$ cat src/rtl/clock_pkg.sv
// clock_pkg: time_data field layout, set_mode encodings, BCD limits and helpers
package clock_pkg;

    localparam int TIME_W    = 20;
    localparam int SEC_U_LSB = 0;
    localparam int SEC_T_LSB = 4;
    localparam int MIN_U_LSB = 7;
    localparam int MIN_T_LSB = 11;
    localparam int HR_U_LSB  = 14;
    localparam int HR_T_LSB  = 18;

    localparam logic [7:0] LIM_MS = 8'h59;
    localparam logic [7:0] LIM_HR = 8'h23;

    typedef enum logic [1:0] {
        MODE_RUN      = 2'b00,
        MODE_SET_HOUR = 2'b01,
        MODE_SET_MIN  = 2'b10
    } set_mode_e;

    // Each field is a two-digit BCD byte: [7:4] tens, [3:0] units.
    typedef struct packed {
        logic [7:0] hr;
        logic [7:0] min;
        logic [7:0] sec;
    } bcd_time_t;

    function automatic logic [7:0] bcd_inc(input logic [7:0] v, input logic [7:0] lim);
        if (v == lim)
            return 8'h00;
        if (v[3:0] == 4'd9)
            return {v[7:4] + 4'd1, 4'd0};
        return v + 8'd1;
    endfunction

    function automatic logic [TIME_W-1:0] pack_time(input bcd_time_t t);
        logic [TIME_W-1:0] w;
        w = '0;
        w[SEC_U_LSB +: 4] = t.sec[3:0];
        w[SEC_T_LSB +: 3] = t.sec[6:4];
        w[MIN_U_LSB +: 4] = t.min[3:0];
        w[MIN_T_LSB +: 3] = t.min[6:4];
        w[HR_U_LSB  +: 4] = t.hr[3:0];
        w[HR_T_LSB  +: 2] = t.hr[5:4];
        return w;
    endfunction

endpackage

$ cat src/rtl/btn_debounce.sv
// btn_debounce: 2-flop synchronizer, stability debounce and one-cycle press pulse
module btn_debounce #(
    parameter int DEB_CYCLES = 1_000_000
) (
    input  logic clk_sys,
    input  logic rstn,
    input  logic i_btn,
    output logic o_pulse
);

    localparam int CW = $clog2(DEB_CYCLES + 1);
    localparam logic [CW-1:0] CNT_LAST = CW'(DEB_CYCLES - 1);

    logic [1:0]    r_sync;
    logic [CW-1:0] r_cnt;
    logic          r_level;
    logic          r_level_q;
    logic          r_pulse;
    logic          w_diff;

    assign w_diff  = r_sync[1] != r_level;
    assign o_pulse = r_pulse;

    // The level flips on the DEB_CYCLES-th consecutive differing sample; any equal sample restarts the run.
    always_ff @(posedge clk_sys or negedge rstn) begin
        if (!rstn) begin
            r_sync    <= '0;
            r_cnt     <= '0;
            r_level   <= 1'b0;
            r_level_q <= 1'b0;
            r_pulse   <= 1'b0;
        end else begin
            r_sync    <= {r_sync[0], i_btn};
            r_cnt     <= (w_diff && r_cnt != CNT_LAST) ? r_cnt + 1'b1 : '0;
            r_level   <= (w_diff && r_cnt == CNT_LAST) ? r_sync[1] : r_level;
            r_level_q <= r_level;
            r_pulse   <= r_level & ~r_level_q;
        end
    end

endmodule

$ cat src/rtl/time_keeper.sv
// time_keeper: 24-hour BCD hh:mm:ss clock with two-button hour/minute setting
module time_keeper
    import clock_pkg::*;
#(
    parameter int CLK_HZ     = 50_000_000,
    parameter int DEB_CYCLES = 1_000_000
) (
    input  logic              clk_sys,
    input  logic              rstn,
    input  logic              btn_mode,
    input  logic              btn_inc,
    output logic [TIME_W-1:0] time_data,
    output logic [1:0]        set_mode,
    output logic              sec_pulse
);

    localparam int PW = $clog2(CLK_HZ);
    localparam logic [PW-1:0] PRESC_TC = PW'(CLK_HZ - 1);

    set_mode_e     r_state;
    set_mode_e     w_state_nxt;
    logic [PW-1:0] r_presc;
    bcd_time_t     r_time;
    bcd_time_t     w_time_nxt;
    logic          w_mode_p;
    logic          w_inc_p;
    logic          w_tick;

    btn_debounce #(.DEB_CYCLES(DEB_CYCLES)) u_mode (
        .clk_sys (clk_sys),
        .rstn    (rstn),
        .i_btn   (btn_mode),
        .o_pulse (w_mode_p)
    );

    btn_debounce #(.DEB_CYCLES(DEB_CYCLES)) u_inc (
        .clk_sys (clk_sys),
        .rstn    (rstn),
        .i_btn   (btn_inc),
        .o_pulse (w_inc_p)
    );

    always_ff @(posedge clk_sys or negedge rstn) begin
        if (!rstn)
            r_state <= MODE_RUN;
        else
            r_state <= w_state_nxt;
    end

    always_comb begin
        w_state_nxt = r_state;
        if (w_mode_p) begin
            unique case (r_state)
                MODE_RUN:      w_state_nxt = MODE_SET_HOUR;
                MODE_SET_HOUR: w_state_nxt = MODE_SET_MIN;
                default:       w_state_nxt = MODE_RUN;
            endcase
        end
    end

    always_comb begin
        set_mode  = r_state;
        w_tick    = (r_state == MODE_RUN) && (r_presc == PRESC_TC);
        sec_pulse = w_tick;
    end

    // Held at zero outside RUN, so the first tick after leaving SET_MIN is a full second away.
    always_ff @(posedge clk_sys or negedge rstn) begin
        if (!rstn)
            r_presc <= '0;
        else
            r_presc <= (r_state != MODE_RUN || w_tick) ? '0 : r_presc + 1'b1;
    end

    // A tick beats a coincident mode press; mode beats a coincident inc press.
    always_comb begin
        w_time_nxt = r_time;
        if (w_tick) begin
            w_time_nxt.sec = bcd_inc(r_time.sec, LIM_MS);
            if (r_time.sec == LIM_MS) begin
                w_time_nxt.min = bcd_inc(r_time.min, LIM_MS);
                if (r_time.min == LIM_MS)
                    w_time_nxt.hr = bcd_inc(r_time.hr, LIM_HR);
            end
        end else if (w_mode_p) begin
            if (r_state == MODE_SET_MIN)
                w_time_nxt.sec = 8'h00;
        end else if (w_inc_p) begin
            if (r_state == MODE_SET_HOUR)
                w_time_nxt.hr = bcd_inc(r_time.hr, LIM_HR);
            else if (r_state == MODE_SET_MIN)
                w_time_nxt.min = bcd_inc(r_time.min, LIM_MS);
        end
    end

    always_ff @(posedge clk_sys or negedge rstn) begin
        if (!rstn)
            r_time <= '0;
        else
            r_time <= w_time_nxt;
    end

    assign time_data = pack_time(r_time);

endmodule
$ cat config.mk
export PLATFORM = sky130hd
export DESIGN_NAME = time_keeper
export DESIGN_NICKNAME = d
export VERILOG_FILES = /design/src/rtl/clock_pkg.sv /design/src/rtl/btn_debounce.sv /design/src/rtl/time_keeper.sv
export SDC_FILE = /design/constraint.sdc
export NUM_CORES = 1
export LEC_CHECK = 0
export ABC_AREA = 1
export CAP_MARGIN = 20
export CORE_ASPECT_RATIO = 0.7
export CORE_UTILIZATION = 36
export CTS_BUF_LIST = sky130_fd_sc_hd__clkbuf_16
export CTS_CLUSTER_SIZE = 14
export DETAILED_ROUTE_END_ITERATION = 6
export PLACE_DENSITY = 0.48
export RECOVER_POWER = 50
export SYNTH_ARGS = -nofsm -noshare
export SYNTH_HDL_FRONTEND = slang
export SYNTH_SLANG_ARGS = --single-unit
$ cat constraint.sdc
create_clock -name clk_sys -period 1.8 [get_ports clk_sys]
set_input_delay 0.54 -clock clk_sys [delete_from_list [all_inputs] [get_ports clk_sys]]
set_output_delay 0.54 -clock clk_sys [all_outputs]
set_load 0.03 [all_outputs]
==> flow_summary.json <==
{
  "violations": "setup timing",
  "fin_crit_ps": 2090,
  "n_antenna_cell": 0,
  "insertion_delay_ps": 360,
  "fin_util_pct": 45.7,
  "cap_viol_max_count": 0,
  "area_growth_pct": 22.7,
  "max_freq_mhz": 478,
  "dp_hpwl_um": 10300,
  "cp_max_fo": 2,
  "syn-num-nets": 805,
  "peakVddDrop_v": 0.000519,
  "power_density_nw_per_um2": 609,
  "tritoncts": "done",
  "drc_errors": 0,
  "routabilityCongestion": 0.888,
  "final_cell_mix": "nand2_1, nor2_1, dfrtp_1",
  "cts_sinks": 102,
  "vias": 5294,
  "yosysWarnings": 0,
  "worstHoldPathType": "flip-flop to flip-flop",
  "synthFlopType": "dfrtp_1",
  "root_buffer": "clkbuf_16",
  "slew_headroom_pct": 18.8,
  "final_common_cell": "nand2_1",
  "clock-skew-final_ps": 5.70,
  "final_area_sq_um": 7510,
  "syn_inst": 786,
  "grt_usage_pct": 16.8,
  "async_reset_ff_share_pct": 100,
  "worstMarginPinSlew_ps": 1220,
  "drt-total-wl_um": 14100,
  "synth.distinct_cells": 39,
  "die_w_um": 158,
  "grt_pass1_wl_um": 23400,
  "drive_above_1_share_pct": 20.9,
  "crit_arrival_ps": 1550,
  "synth-edff-count": 0,
  "grt_setup_unrepaired": "yes",
  "antenna_left": 0,
  "core-area_sq_um": 16400,
  "min_period_over_period_pct": 116,
  "synth_top_cells_by_area": "dfrtp_1, nand2_1, nor2_1",
  "initial_core_util_pct": 37.2,
  "final_cells": 1097,
  "syn_area_per_cell_sq_um": 7.79,
  "startpoint_type": "flip-flop",
  "num_rows": 39,
  "num-fill-cells": 1640,
  "final_max_slew_viol_count": 0,
  "yosysSeqAreaShare_pct": 41.7,
  "hold_viol_final": 0,
  "critPathKind": "flip-flop to output port",
  "overflow": 0,
  "antenna_found_initial": 0,
  "dpl-instance-area_sq_um": 6960,
  "setup_viol": 1,
  "netlist.area_leader.share_pct": 41.7,
  "clkSlewWorstSetupHoldPaths_ps": 70,
  "die_h_um": 111,
  "viasPerCell": 4.83,
  "clock_path_buffers": 2,
  "outcome": "finished, violations left",
  "syn_area_sq_um": 6120,
  "die_area_sq_um": 17500,
  "firstDrtPassIters": 5,
  "placed_cells": 1069,
  "tns_ps": -293,
  "critical_path_required_ps": 1260,
  "reg2reg_slack_ps": 90,
  "layout_setup_ws_ps": -293,
  "wl_per_cell_um": 12.8,
  "grt_pass1_vias": 4831,
  "hold_buffers": 0,
  "synth_seq_cells": 102,
  "synth_top_cell_by_area": "dfrtp_1",
  "num_io_pins": 27,
  "drt-initial-drc-count": 311,
  "layout.nets": 886,
  "grt_start_max_net_pins": 41,
  "cts_buffers": 9,
  "port-buffer-count": 26,
  "setup.worst_path.end_class": "output port",
  "htreeDepth": 3,
  "p_leak_nw": 3.57
}
[sequential cells by signal (all words and copies together), names as in the netlist, 2 cells and up]
name and flops:
r_time 4, set_mode 2, u_inc.r_cnt 20, u_mode.r_cnt 20, u_inc.r_sync 2, u_mode.r_sync 2
r_presc 26, time_data 20
[what timing repair did]
action / CTS / global route
pin swaps: 1 / 16
endpoints found under the setup margin: 27 / 56
resized for setup: 29 / 49
setup buffers: 1 / 8
cloned: 0 / 3
[Yosys cell counts (2+ instances only)]
| library cell | count |
|---|---|
| a211oi_1 | 2 |
| a21oi_1 | 27 |
| buf_4 | 23 |
| dfrtp_1 | 102 |
| ha_1 | 15 |
| inv_1 | 90 |
| inv_2 | 8 |
| nand2_1 | 155 |
| nand2_2 | 21 |
| nand2_8 | 2 |
| nand3_1 | 50 |
| nand3_2 | 4 |
| nand3b_1 | 2 |
| nand4_1 | 19 |
| nand4_2 | 2 |
| nor2_1 | 122 |
| nor2_2 | 5 |
| nor2_4 | 9 |
| nor3_1 | 32 |
| nor3_2 | 2 |
| nor3b_1 | 12 |
| nor3b_2 | 2 |
| nor4_1 | 4 |
| o211ai_1 | 2 |
| o21a_1 | 3 |
| o21ai_0 | 18 |
| o22ai_1 | 5 |
| or2_2 | 2 |
| xnor2_1 | 6 |
| xor2_1 | 31 |
[worst max-delay path, cell delays in order, from the launching register on]
cell,delay [ps]
dfrtp_1,360
ha_2,190
nand3_2,100
inv_2,80
nand2_2,60
nor2_4,90
nand2_2,60
nor2_4,110
buf_6,140
[path summary, 6_finish.rpt]
kind | startpoint | end | depth (start not counted)
setup / recovery | r_presc[1]$_DFF_PN0_ | sec_pulse | 8
hold / removal | u_mode.r_sync[0]$_DFF_PN0_ | u_mode.r_sync[1]$_DFF_PN0_ | 0
setup reg to reg | r_presc[1]$_DFF_PN0_ | r_time[15]$_DFFE_PN0P_ | 13
max in group asynchronous | rstn | r_presc[3]$_DFF_PN0_ | 2
min in group asynchronous | rstn | u_inc.r_cnt[4]$_DFF_PN0_ | 1
hold reg to reg | u_mode.r_sync[0]$_DFF_PN0_ | u_mode.r_sync[1]$_DFF_PN0_ | 0
[metrics by stage]
stage | power (mW) | hold WS, ps | setup slack, ps
after floorplan | 2.40 | 244 | 21.2
after global placement | 2.48 | 373 | -8.95
after detailed placement | 2.49 | 367 | -34.2
after CTS | 4.65 | 74.1 | -336
after global routing | 4.76 | 393 | -402
final | 4.58 | 377 | -293
[cells by family (layout without fill, tap and decap cells)]
group	after synthesis	in the layout	share of synthesized area, %
AO/OA/AOI/OAI	61	61	5.64
adder cells (fa/ha/maj)	15	15	3.07
AND/OR/NAND/NOR	447	447	35.0
multiplexers	1	1	0.184
buffers and inverters	123	209	9.10
flip-flops	102	102	41.7
XOR/XNOR	37	37	5.29
[power by group]
| part | internal (mW) | switching [mW] | total, mW |
|---|---|---|---|
| Clock | 1.22 | 0.910 | 2.13 |
| Sequential | 2.31 | 0.0141 | 2.32 |
| Combinational | 0.0467 | 0.0850 | 0.132 |
| Total | 3.57 | 1.01 | 4.58 |
[layout make-up]
cell class / instances / area, sq um / area share [%]
inverter: 99 / 384 / 5.11
clock buffer: 9 / 225 / 3.00
sequential: 102 / 2550 / 34.0
multi-input combinational: 561 / 3200 / 42.5
clock inverter: 7 / 88.8 / 1.18
timing repair buffer: 94 / 785 / 10.4
tap: 225 / 282 / 3.75
[per-layer routing]
metal | GRT usage, % | wire (um) | up-vias
li1 | - | - | 2669
met1 | 24.8 | 7260 | 2513
met2 | 24.3 | 6100 | 100
met3 | 4.42 | 601 | 12
met4 | 3.75 | 125 | 0
met5 | 0 | 0 | -
No activity file was read; power rests on OpenSTA's default activity.
